`src/rtl/mm_riot_gen.sv`:
```
// mm_riot_gen: parametrised RAM / I/O / timer block for a CPU data bus.
//
// Provides 2**RAM_AW words of RAM, NPORT bidirectional ports with data
// and direction registers, a prescaled down-counting timer with one-shot
// and auto-reload modes, and an edge detector on one port-0 pin. Both the
// timer and the edge detector can raise the active-low interrupt.
//
// Ports:
//   CLK       clock
//   RES       synchronous active-high reset
//   CS        chip select, active high
//   R_W       1 = read, 0 = write
//   RS_N      0 = RAM access, 1 = register access
//   A         address (RAM_AW bits; register decode uses A[4:0])
//   D_IN      write data
//   D_OUT     read data (combinational, 0 when not reading)
//   PORT_IN   pin inputs, port i at [i*DW +: DW]
//   PORT_OUT  data registers, port i at [i*DW +: DW]
//   PORT_DIR  direction registers, 1 = output
//   IRQ_N     interrupt request, active low
module mm_riot_gen #(
    parameter int DW       = 8,
    parameter int RAM_AW   = 7,
    parameter int NPORT    = 2,
    parameter int EDGE_BIT = 7
) (
    input  logic                  CLK,
    input  logic                  RES,
    input  logic                  CS,
    input  logic                  R_W,
    input  logic                  RS_N,
    input  logic [RAM_AW-1:0]     A,
    input  logic [DW-1:0]         D_IN,
    output logic [DW-1:0]         D_OUT,
    input  logic [NPORT*DW-1:0]   PORT_IN,
    output logic [NPORT*DW-1:0]   PORT_OUT,
    output logic [NPORT*DW-1:0]   PORT_DIR,
    output logic                  IRQ_N
);

    localparam int PW = 11;

    // Prescale divisor for a 2-bit select code; 1024 needs 11 bits.
    function automatic logic [PW-1:0] presc_val(input logic [1:0] sel);
        logic [PW-1:0] val;
        case (sel)
            2'b00:   val = 11'd1;
            2'b01:   val = 11'd8;
            2'b10:   val = 11'd64;
            default: val = 11'd1024;
        endcase
        return val;
    endfunction

    logic [DW-1:0]  mem_q [2**RAM_AW];

    logic [DW-1:0]  dr_q  [NPORT];
    logic [DW-1:0]  dr_d  [NPORT];
    logic [DW-1:0]  ddr_q [NPORT];
    logic [DW-1:0]  ddr_d [NPORT];

    logic [DW-1:0]  timer_q, timer_d;
    logic [DW-1:0]  reload_q, reload_d;
    logic [1:0]     presc_sel_q, presc_sel_d;
    logic [PW-1:0]  presc_cnt_q, presc_cnt_d;
    logic           auto_q, auto_d;
    logic           tim_ie_q, tim_ie_d;
    logic           tim_flag_q, tim_flag_d;
    logic           edge_ie_q, edge_ie_d;
    logic           edge_pol_q, edge_pol_d;
    logic           edge_flag_q, edge_flag_d;
    logic           sync1_q, sync1_d;
    logic           sync2_q, sync2_d;
    logic           prev_q, prev_d;
    logic           irq_n_q, irq_n_d;

    logic           wr_s;
    logic           rd_s;
    logic [1:0]     port_idx_s;
    logic           tick_s;
    logic           edge_evt_s;
    logic           pin_s;
    logic [DW-1:0]  port_rd_s;
    logic [DW-1:0]  flag_rd_s;

    assign wr_s       = CS & ~R_W;
    assign rd_s       = CS & R_W;
    assign port_idx_s = A[2:1];
    assign IRQ_N      = irq_n_q;

    // Drive the flattened port buses from the per-port registers.
    always_comb begin
        PORT_OUT = {(NPORT*DW){1'b0}};
        PORT_DIR = {(NPORT*DW){1'b0}};
        for (int i = 0; i < NPORT; i++) begin
            PORT_OUT[i*DW +: DW] = dr_q[i];
            PORT_DIR[i*DW +: DW] = ddr_q[i];
        end
    end

    // Watched pin: the driven value when configured as output, else the pad.
    always_comb begin
        if (ddr_q[0][EDGE_BIT]) begin
            pin_s = dr_q[0][EDGE_BIT];
        end else begin
            pin_s = PORT_IN[EDGE_BIT];
        end
    end

    // Read-side values for port and flag registers.
    always_comb begin
        port_rd_s = {DW{1'b0}};
        for (int i = 0; i < NPORT; i++) begin
            // Unmatched indices (including idx >= NPORT) contribute zero.
            port_rd_s = port_rd_s | ((port_idx_s == 2'(i)) ?
                (A[0] ? ddr_q[i]
                      : ((PORT_IN[i*DW +: DW] & ~ddr_q[i]) | (dr_q[i] & ddr_q[i])))
                : {DW{1'b0}});
        end
        flag_rd_s         = {DW{1'b0}};
        flag_rd_s[DW-1]   = tim_flag_q;
        flag_rd_s[DW-2]   = edge_flag_q;
    end

    // Combinational read data mux.
    always_comb begin
        D_OUT = {DW{1'b0}};
        if (!rd_s) begin
            D_OUT = {DW{1'b0}};
        end else if (!RS_N) begin
            D_OUT = mem_q[A];
        end else if (A[4]) begin
            D_OUT = A[0] ? flag_rd_s : timer_q;
        end else if (!A[3]) begin
            D_OUT = port_rd_s;
        end else begin
            D_OUT = {DW{1'b0}};
        end
    end

    // Next-state logic: free-running timer and edge detector first, bus accesses override.
    always_comb begin
        for (int i = 0; i < NPORT; i++) begin
            dr_d[i]  = dr_q[i];
            ddr_d[i] = ddr_q[i];
        end
        timer_d     = timer_q;
        reload_d    = reload_q;
        presc_sel_d = presc_sel_q;
        presc_cnt_d = presc_cnt_q;
        auto_d      = auto_q;
        tim_ie_d    = tim_ie_q;
        tim_flag_d  = tim_flag_q;
        edge_ie_d   = edge_ie_q;
        edge_pol_d  = edge_pol_q;
        edge_flag_d = edge_flag_q;

        // Prescaler counts down to zero; the edge on which it is zero is the tick.
        tick_s = (presc_cnt_q == {PW{1'b0}});
        if (tick_s) begin
            if (timer_q == {DW{1'b0}}) begin
                tim_flag_d = 1'b1;
                if (auto_q) begin
                    timer_d     = reload_q;
                    presc_cnt_d = presc_val(presc_sel_q) - 11'd1;
                end else begin
                    // One-shot: keep running at full clock rate after expiry.
                    timer_d     = {DW{1'b1}};
                    presc_sel_d = 2'b00;
                    presc_cnt_d = {PW{1'b0}};
                end
            end else begin
                timer_d     = timer_q - {{(DW-1){1'b0}}, 1'b1};
                presc_cnt_d = presc_val(presc_sel_q) - 11'd1;
            end
        end else begin
            presc_cnt_d = presc_cnt_q - 11'd1;
        end

        sync1_d    = pin_s;
        sync2_d    = sync1_q;
        prev_d     = sync2_q;
        edge_evt_s = edge_pol_q ? (sync2_q & ~prev_q) : (~sync2_q & prev_q);
        if (edge_evt_s) begin
            edge_flag_d = 1'b1;
        end else begin
            edge_flag_d = edge_flag_q;
        end

        if (wr_s && RS_N) begin
            case (A[4:3])
                2'b00: begin
                    for (int i = 0; i < NPORT; i++) begin
                        dr_d[i]  = ((port_idx_s == 2'(i)) && !A[0]) ? D_IN : dr_q[i];
                        ddr_d[i] = ((port_idx_s == 2'(i)) &&  A[0]) ? D_IN : ddr_q[i];
                    end
                end
                2'b01: begin
                    edge_pol_d = A[0];
                    edge_ie_d  = A[1];
                end
                default: begin
                    // Timer load wins over any underflow on the same edge.
                    timer_d     = D_IN;
                    reload_d    = D_IN;
                    presc_sel_d = A[1:0];
                    presc_cnt_d = presc_val(A[1:0]);
                    auto_d      = A[2];
                    tim_ie_d    = A[3];
                    tim_flag_d  = 1'b0;
                end
            endcase
        end else if (rd_s && RS_N && A[4]) begin
            if (A[0]) begin
                // A coincident edge event keeps the flag set.
                edge_flag_d = edge_evt_s;
            end else begin
                tim_ie_d   = A[3];
                tim_flag_d = 1'b0;
            end
        end else begin
            tim_flag_d = tim_flag_d;
        end

        // IRQ follows the next-state flags so the registered output adds no latency.
        irq_n_d = ~((tim_flag_d & tim_ie_d) | (edge_flag_d & edge_ie_d));
    end

    // Register state with synchronous reset.
    always_ff @(posedge CLK) begin
        if (RES) begin
            for (int i = 0; i < NPORT; i++) begin
                dr_q[i]  <= {DW{1'b0}};
                ddr_q[i] <= {DW{1'b0}};
            end
            timer_q     <= {DW{1'b1}};
            reload_q    <= {DW{1'b0}};
            presc_sel_q <= 2'b11;
            presc_cnt_q <= 11'd1024;
            auto_q      <= 1'b0;
            tim_ie_q    <= 1'b0;
            tim_flag_q  <= 1'b0;
            edge_ie_q   <= 1'b0;
            edge_pol_q  <= 1'b0;
            edge_flag_q <= 1'b0;
            sync1_q     <= 1'b0;
            sync2_q     <= 1'b0;
            prev_q      <= 1'b0;
            irq_n_q     <= 1'b1;
        end else begin
            for (int i = 0; i < NPORT; i++) begin
                dr_q[i]  <= dr_d[i];
                ddr_q[i] <= ddr_d[i];
            end
            timer_q     <= timer_d;
            reload_q    <= reload_d;
            presc_sel_q <= presc_sel_d;
            presc_cnt_q <= presc_cnt_d;
            auto_q      <= auto_d;
            tim_ie_q    <= tim_ie_d;
            tim_flag_q  <= tim_flag_d;
            edge_ie_q   <= edge_ie_d;
            edge_pol_q  <= edge_pol_d;
            edge_flag_q <= edge_flag_d;
            sync1_q     <= sync1_d;
            sync2_q     <= sync2_d;
            prev_q      <= prev_d;
            irq_n_q     <= irq_n_d;
        end
    end

    // RAM write port; contents survive reset but writes are blocked while RES is high.
    always_ff @(posedge CLK) begin
        if (wr_s && !RS_N && !RES) begin
            mem_q[A] <= D_IN;
        end
    end

endmodule

```
`config.mk`:
```
export PLATFORM = sky130hd
export DESIGN_NAME = mm_riot_gen
export DESIGN_NICKNAME = d
export VERILOG_FILES = /design/src/rtl/mm_riot_gen.sv
export SDC_FILE = /design/constraint.sdc
export NUM_CORES = 1
export LEC_CHECK = 0
export ABC_AREA = 1
export ABC_CLOCK_PERIOD_IN_PS = 3120
export CORE_UTILIZATION = 35
export DETAILED_ROUTE_END_ITERATION = 16
export DONT_BUFFER_PORTS = 1
export SLEW_MARGIN = 20
export SYNTH_ARGS = -nofsm -noshare
export SYNTH_HDL_FRONTEND = slang
export SYNTH_SLANG_ARGS = --single-unit
```
`constraint.sdc`:
```
create_clock -name CLK -period 3.12 [get_ports CLK]
set_input_delay 0.624 -clock CLK [delete_from_list [all_inputs] [get_ports CLK]]
set_output_delay 0.624 -clock CLK [all_outputs]
set_load 0.05 [all_outputs]
```
==> impl_metrics.tcl <==
set metrics [dict create \
    report.final.hold_viol_count 0 \
    cts_buffer_depth 3 \
    synth_simple_gate_area_share 0.218 \
    port_buffers 0 \
    cell_by_cell_trace_of_the_critical_path "nor2_4, buf_6, buf_12, buf_12, buf_12, a21oi_1, nand3_1, nand3_2, nand2_1, inv_1, nand2_1, nand2_1, nand2_1, nor2_1, nor2_1, buf_6" \
    global_route.overflow_total 0 \
    gr-usage-met1 0.266 \
    post_synth_mux_area_share 0 \
    fp.coreArea_um2 127000 \
    final_min_period_over_clock_period 1.19 \
    cts_tree "yes" \
    crit_path_top_delay_cell "sky130_fd_sc_hd__nor2_4" \
    remaining_drc_errors 0 \
    crit_path_max_fanout 163 \
    postRouteAntennaNets 0 \
    synth_xor_xnor_area_share 0.00136 \
    cp-start-kind "primary input" \
    cts_sinks 1095 \
    grt_antenna_before_repair 0 \
    grt_max_degree 319 \
    violations "negative setup slack" \
    timing.slew.headroom 0.400 \
    clockRootBuffer "sky130_fd_sc_hd__clkbuf_16" \
    syn-mean-instance-area_um2 10.9 \
    crit-reg2reg-capture "timer_q[2]" \
    required_ns 2.50 \
    cap_viol_max_count 0 \
    critical-path-top-cell-by-count "sky130_fd_sc_hd__nand2_1" \
    ctsHtreeMaxLevel 3 \
    use_met3 0.0283 \
    critPathCapture "D_OUT[6]" \
    maxSlewViolCount 0 \
    drt-wirelength-per-cell_um 21.1 \
    setup_tns_ns -4.49 \
    gr-max-usage-layer "met2" \
    critical_path_startpoint "A[1]" \
    achievable_frequency_ghz 0.270 \
    run_status "finished, violations left" \
    avgViaCountPerCell 5.15 \
    design.die.area_um2 130000 \
    dr_total_vias 31500 \
    die_width_um 360 \
    fin_worst_skew_ns 0.00708 \
    synth.cell_area_um2 44900 \
    worstSkewPairLatency_ns 0.67 \
    synth_compound_gate_area_share 0.0306 \
    first_pass_iters 6 \
    globalplace.congestion 0.872 \
    leakage_uw 0.0198 \
    r2r_start "timer_q[0]" \
    hold_ws_ns 0.0479 \
    global_route_usage_over_all_layers 0.194 \
    yosysSeqAreaShare 0.716 \
    syn2layout_area_growth_pct 18.3 \
    layout_setup_ws_ns -0.589 \
    synth_area_leaders "sky130_fd_sc_hd__edfxtp_1, sky130_fd_sc_hd__nand2_1, sky130_fd_sc_hd__dfxtp_1" \
    end_kind "output port" \
    num-nets-final 4393 \
    ios 77 \
    cts-buffers-inserted 113 \
    reg2reg_slack_ns 0.91 \
    worstMarginPinSlew_ns 0.900 \
    critical_path_s_largest_stage_delay_ns 0.45 \
    synth.ff_latch_count 1095 \
    synth_top_family_by_area "simple AND/OR/NAND/NOR gates" \
    synth_fa_ha_area_frac 0.00139 \
    gr-usage-met2 0.318 \
    drtIter0Drc 2990 \
    critPathArrivalTime_ns 3.09 \
    setup_repair_after_global_routing_missed_its_margin "true" \
    detail_route.wirelength_um 129000 \
    final.min_clock_period_ns 3.71 \
    setup_viol 8 \
    hold-path-cell-count 0 \
    clk_transition_reported_paths_ns 0.06 \
    count_of_distinct_cell_types_in_the_synthesized_netlist 37 \
    chipHeight_um 360 \
    initial_utilization 0.353 \
    p_per_area_nw_per_um2 581 \
    postSynthNetCount 4159 \
    peak_ir_drop_on_the_vdd_network_uv 407 \
    post-synth-top-area-cell "sky130_fd_sc_hd__edfxtp_1" \
    synthesis.yosys.warnings 0 \
    first_global_vias 30100 \
    cp_class "in -> out" \
    drive_gt1_frac 0.128 \
    post_synthesis_cell_count 4118 \
    detailedPlace.worstSlack_ns -0.599 \
    synth_top_area_frac 0.685 \
    worst-r2r-cell-count 9 \
    holdCritPathClass "in -> reg" \
    grt_first_pass_wirelength_um 192000 \
    hpwl_um 72900 \
    floorplan.rows 131 \
]
[placed cells by master (no fill, tap or decap), types with 4 or more instances in the layout]
cell	count
sky130_fd_sc_hd__o21ai_2	11
sky130_fd_sc_hd__nor2_4	9
sky130_fd_sc_hd__buf_4	261
sky130_fd_sc_hd__buf_12	47
sky130_fd_sc_hd__buf_6	16
sky130_fd_sc_hd__a21boi_0	4
sky130_fd_sc_hd__clkinvlp_4	5
sky130_fd_sc_hd__bufinv_16	4
sky130_fd_sc_hd__nand2_1	1671
sky130_fd_sc_hd__nand4_1	119
sky130_fd_sc_hd__a31oi_1	4
sky130_fd_sc_hd__clkinv_1	28
sky130_fd_sc_hd__o21ai_1	19
sky130_fd_sc_hd__nand3_1	259
sky130_fd_sc_hd__nor2_1	296
sky130_fd_sc_hd__o21ai_0	79
sky130_fd_sc_hd__inv_2	4
sky130_fd_sc_hd__nor3_1	8
sky130_fd_sc_hd__edfxtp_1	1024
sky130_fd_sc_hd__nand3_4	5
sky130_fd_sc_hd__a21oi_1	121
sky130_fd_sc_hd__inv_1	103
sky130_fd_sc_hd__o22ai_1	5
sky130_fd_sc_hd__buf_8	6
sky130_fd_sc_hd__nand2_2	13
sky130_fd_sc_hd__a21oi_2	4
sky130_fd_sc_hd__xor2_1	5
sky130_fd_sc_hd__clkbuf_16	120
sky130_fd_sc_hd__nor4_1	5
sky130_fd_sc_hd__o221ai_1	7
sky130_fd_sc_hd__o211ai_1	4
sky130_fd_sc_hd__clkbuf_1	30
sky130_fd_sc_hd__clkbuf_8	5
sky130_fd_sc_hd__nor2_2	10
sky130_fd_sc_hd__ha_1	5
sky130_fd_sc_hd__dfxtp_1	71
sky130_fd_sc_hd__nand3_2	16
sky130_fd_sc_hd__clkinv_2	14
[cell type report]
type,instances,area [µm²]
clock inverter,57,395
sequential,1095,32200
tap,1662,2080
fill,11800,74200
multi-input combinational,2694,11600
clock buffer,151,3080
timing repair buffer,337,3340
antenna,1,2.50
inverter,111,440
[stage by stage]
| stage | total power [µW] | utilization | cell area, µm² | std cells |
|---|---|---|---|---|
| after floorplan | 17700 | - | 44900 | 4118 |
| after global placement | 18200 | 0.384 | 49000 | 5883 |
| after detailed placement | 18200 | 0.384 | 49000 | 5883 |
| after CTS | 31000 | 0.415 | 52800 | 6097 |
| after global routing | 31700 | 0.417 | 53200 | 6107 |
| final | 30900 | 0.417 | 53200 | 6108 |
[sequential cells by signal, summed over array words and instances (netlist names), 2 cells and up]
signal and cells:
mem_q 1024, reload_q 8, dr_q 16, presc_sel_q 2, timer_q 8, presc_cnt_q 11
ddr_q 16
[critical path, delay by kind of cell]
family,cells,cell delay [ns]
buffers and inverters,6,0.79
AND/OR/NAND/NOR,9,1.18
AO/OA/AOI/OAI,1,0.06
[metal layers]
| metal | vias up | share of wire |
|---|---|---|
| li1 | 14600 | - |
| met1 | 15500 | 0.42 |
| met2 | 1237 | 0.47 |
| met3 | 194 | 0.077 |
| met4 | 0 | 0.027 |
| met5 | - | 0 |
[worst min path at each step]
stage          startpoint            to
2_1_floorplan     sync1_q        prev_d
3_3_place_gp      sync1_q        prev_d
3_5_place_dp      sync1_q        prev_d
4_1_cts           D_IN[7]  mem_q[12][7]
5_1_grt           D_IN[7]  mem_q[15][7]
6_report          D_IN[7]  mem_q[12][7]
[cell families after synthesis]
group / after synthesis
compound gates: 262
xor+xnor: 7
fa+ha+maj: 5
buf+inv: 329
flops: 1095
simple gates: 2420
[synthesized netlist by cell type]
master,n
sky130_fd_sc_hd__a21oi_1,125
sky130_fd_sc_hd__o21ai_1,21
sky130_fd_sc_hd__or2_2,2
sky130_fd_sc_hd__nor3_2,1
sky130_fd_sc_hd__clkinv_1,1
sky130_fd_sc_hd__o221ai_1,7
sky130_fd_sc_hd__edfxtp_1,1024
sky130_fd_sc_hd__nor4_2,1
sky130_fd_sc_hd__a211oi_1,1
sky130_fd_sc_hd__o22ai_1,5
sky130_fd_sc_hd__nand2_2,1
sky130_fd_sc_hd__nand3b_1,1
sky130_fd_sc_hd__xnor2_1,2
sky130_fd_sc_hd__o211ai_1,4
sky130_fd_sc_hd__buf_4,14
sky130_fd_sc_hd__clkbuf_1,69
sky130_fd_sc_hd__dfxtp_1,71
sky130_fd_sc_hd__nor3_1,8
sky130_fd_sc_hd__inv_1,103
sky130_fd_sc_hd__nor2_1,309
sky130_fd_sc_hd__o21ai_0,90
sky130_fd_sc_hd__o31ai_1,1
sky130_fd_sc_hd__nor4_1,5
sky130_fd_sc_hd__xor2_1,5
sky130_fd_sc_hd__inv_2,7
sky130_fd_sc_hd__nand3_1,280
sky130_fd_sc_hd__nor2_4,2
sky130_fd_sc_hd__nor3b_1,1
sky130_fd_sc_hd__nand2_1,1686
sky130_fd_sc_hd__a21boi_0,4
sky130_fd_sc_hd__buf_6,2
sky130_fd_sc_hd__nor2_2,4
sky130_fd_sc_hd__ha_1,5
sky130_fd_sc_hd__buf_1,25
sky130_fd_sc_hd__nand4_1,119
sky130_fd_sc_hd__a31oi_1,4
sky130_fd_sc_hd__buf_2,108
[power breakdown]
| part | switching (µW) | leakage [µW] | internal (µW) | total [µW] |
|---|---|---|---|---|
| combinational | 1230 | 0.00836 | 690 | 1920 |
| sequential | 45.7 | 0.00978 | 16100 | 16200 |
| clock | 5560 | 0.00169 | 7230 | 12800 |
[repair_timing]
item                                    in CTS  in global routing
gates cloned                                 2                  4
hold buffers                                 1                  0
setup buffers                                4                  7
hold endpoints to repair                     9                  0
pin swaps                                    6                 24
endpoints found under the setup margin       8                  8
gates resized for setup                     65                 60
(Power assumes the default switching activity.)
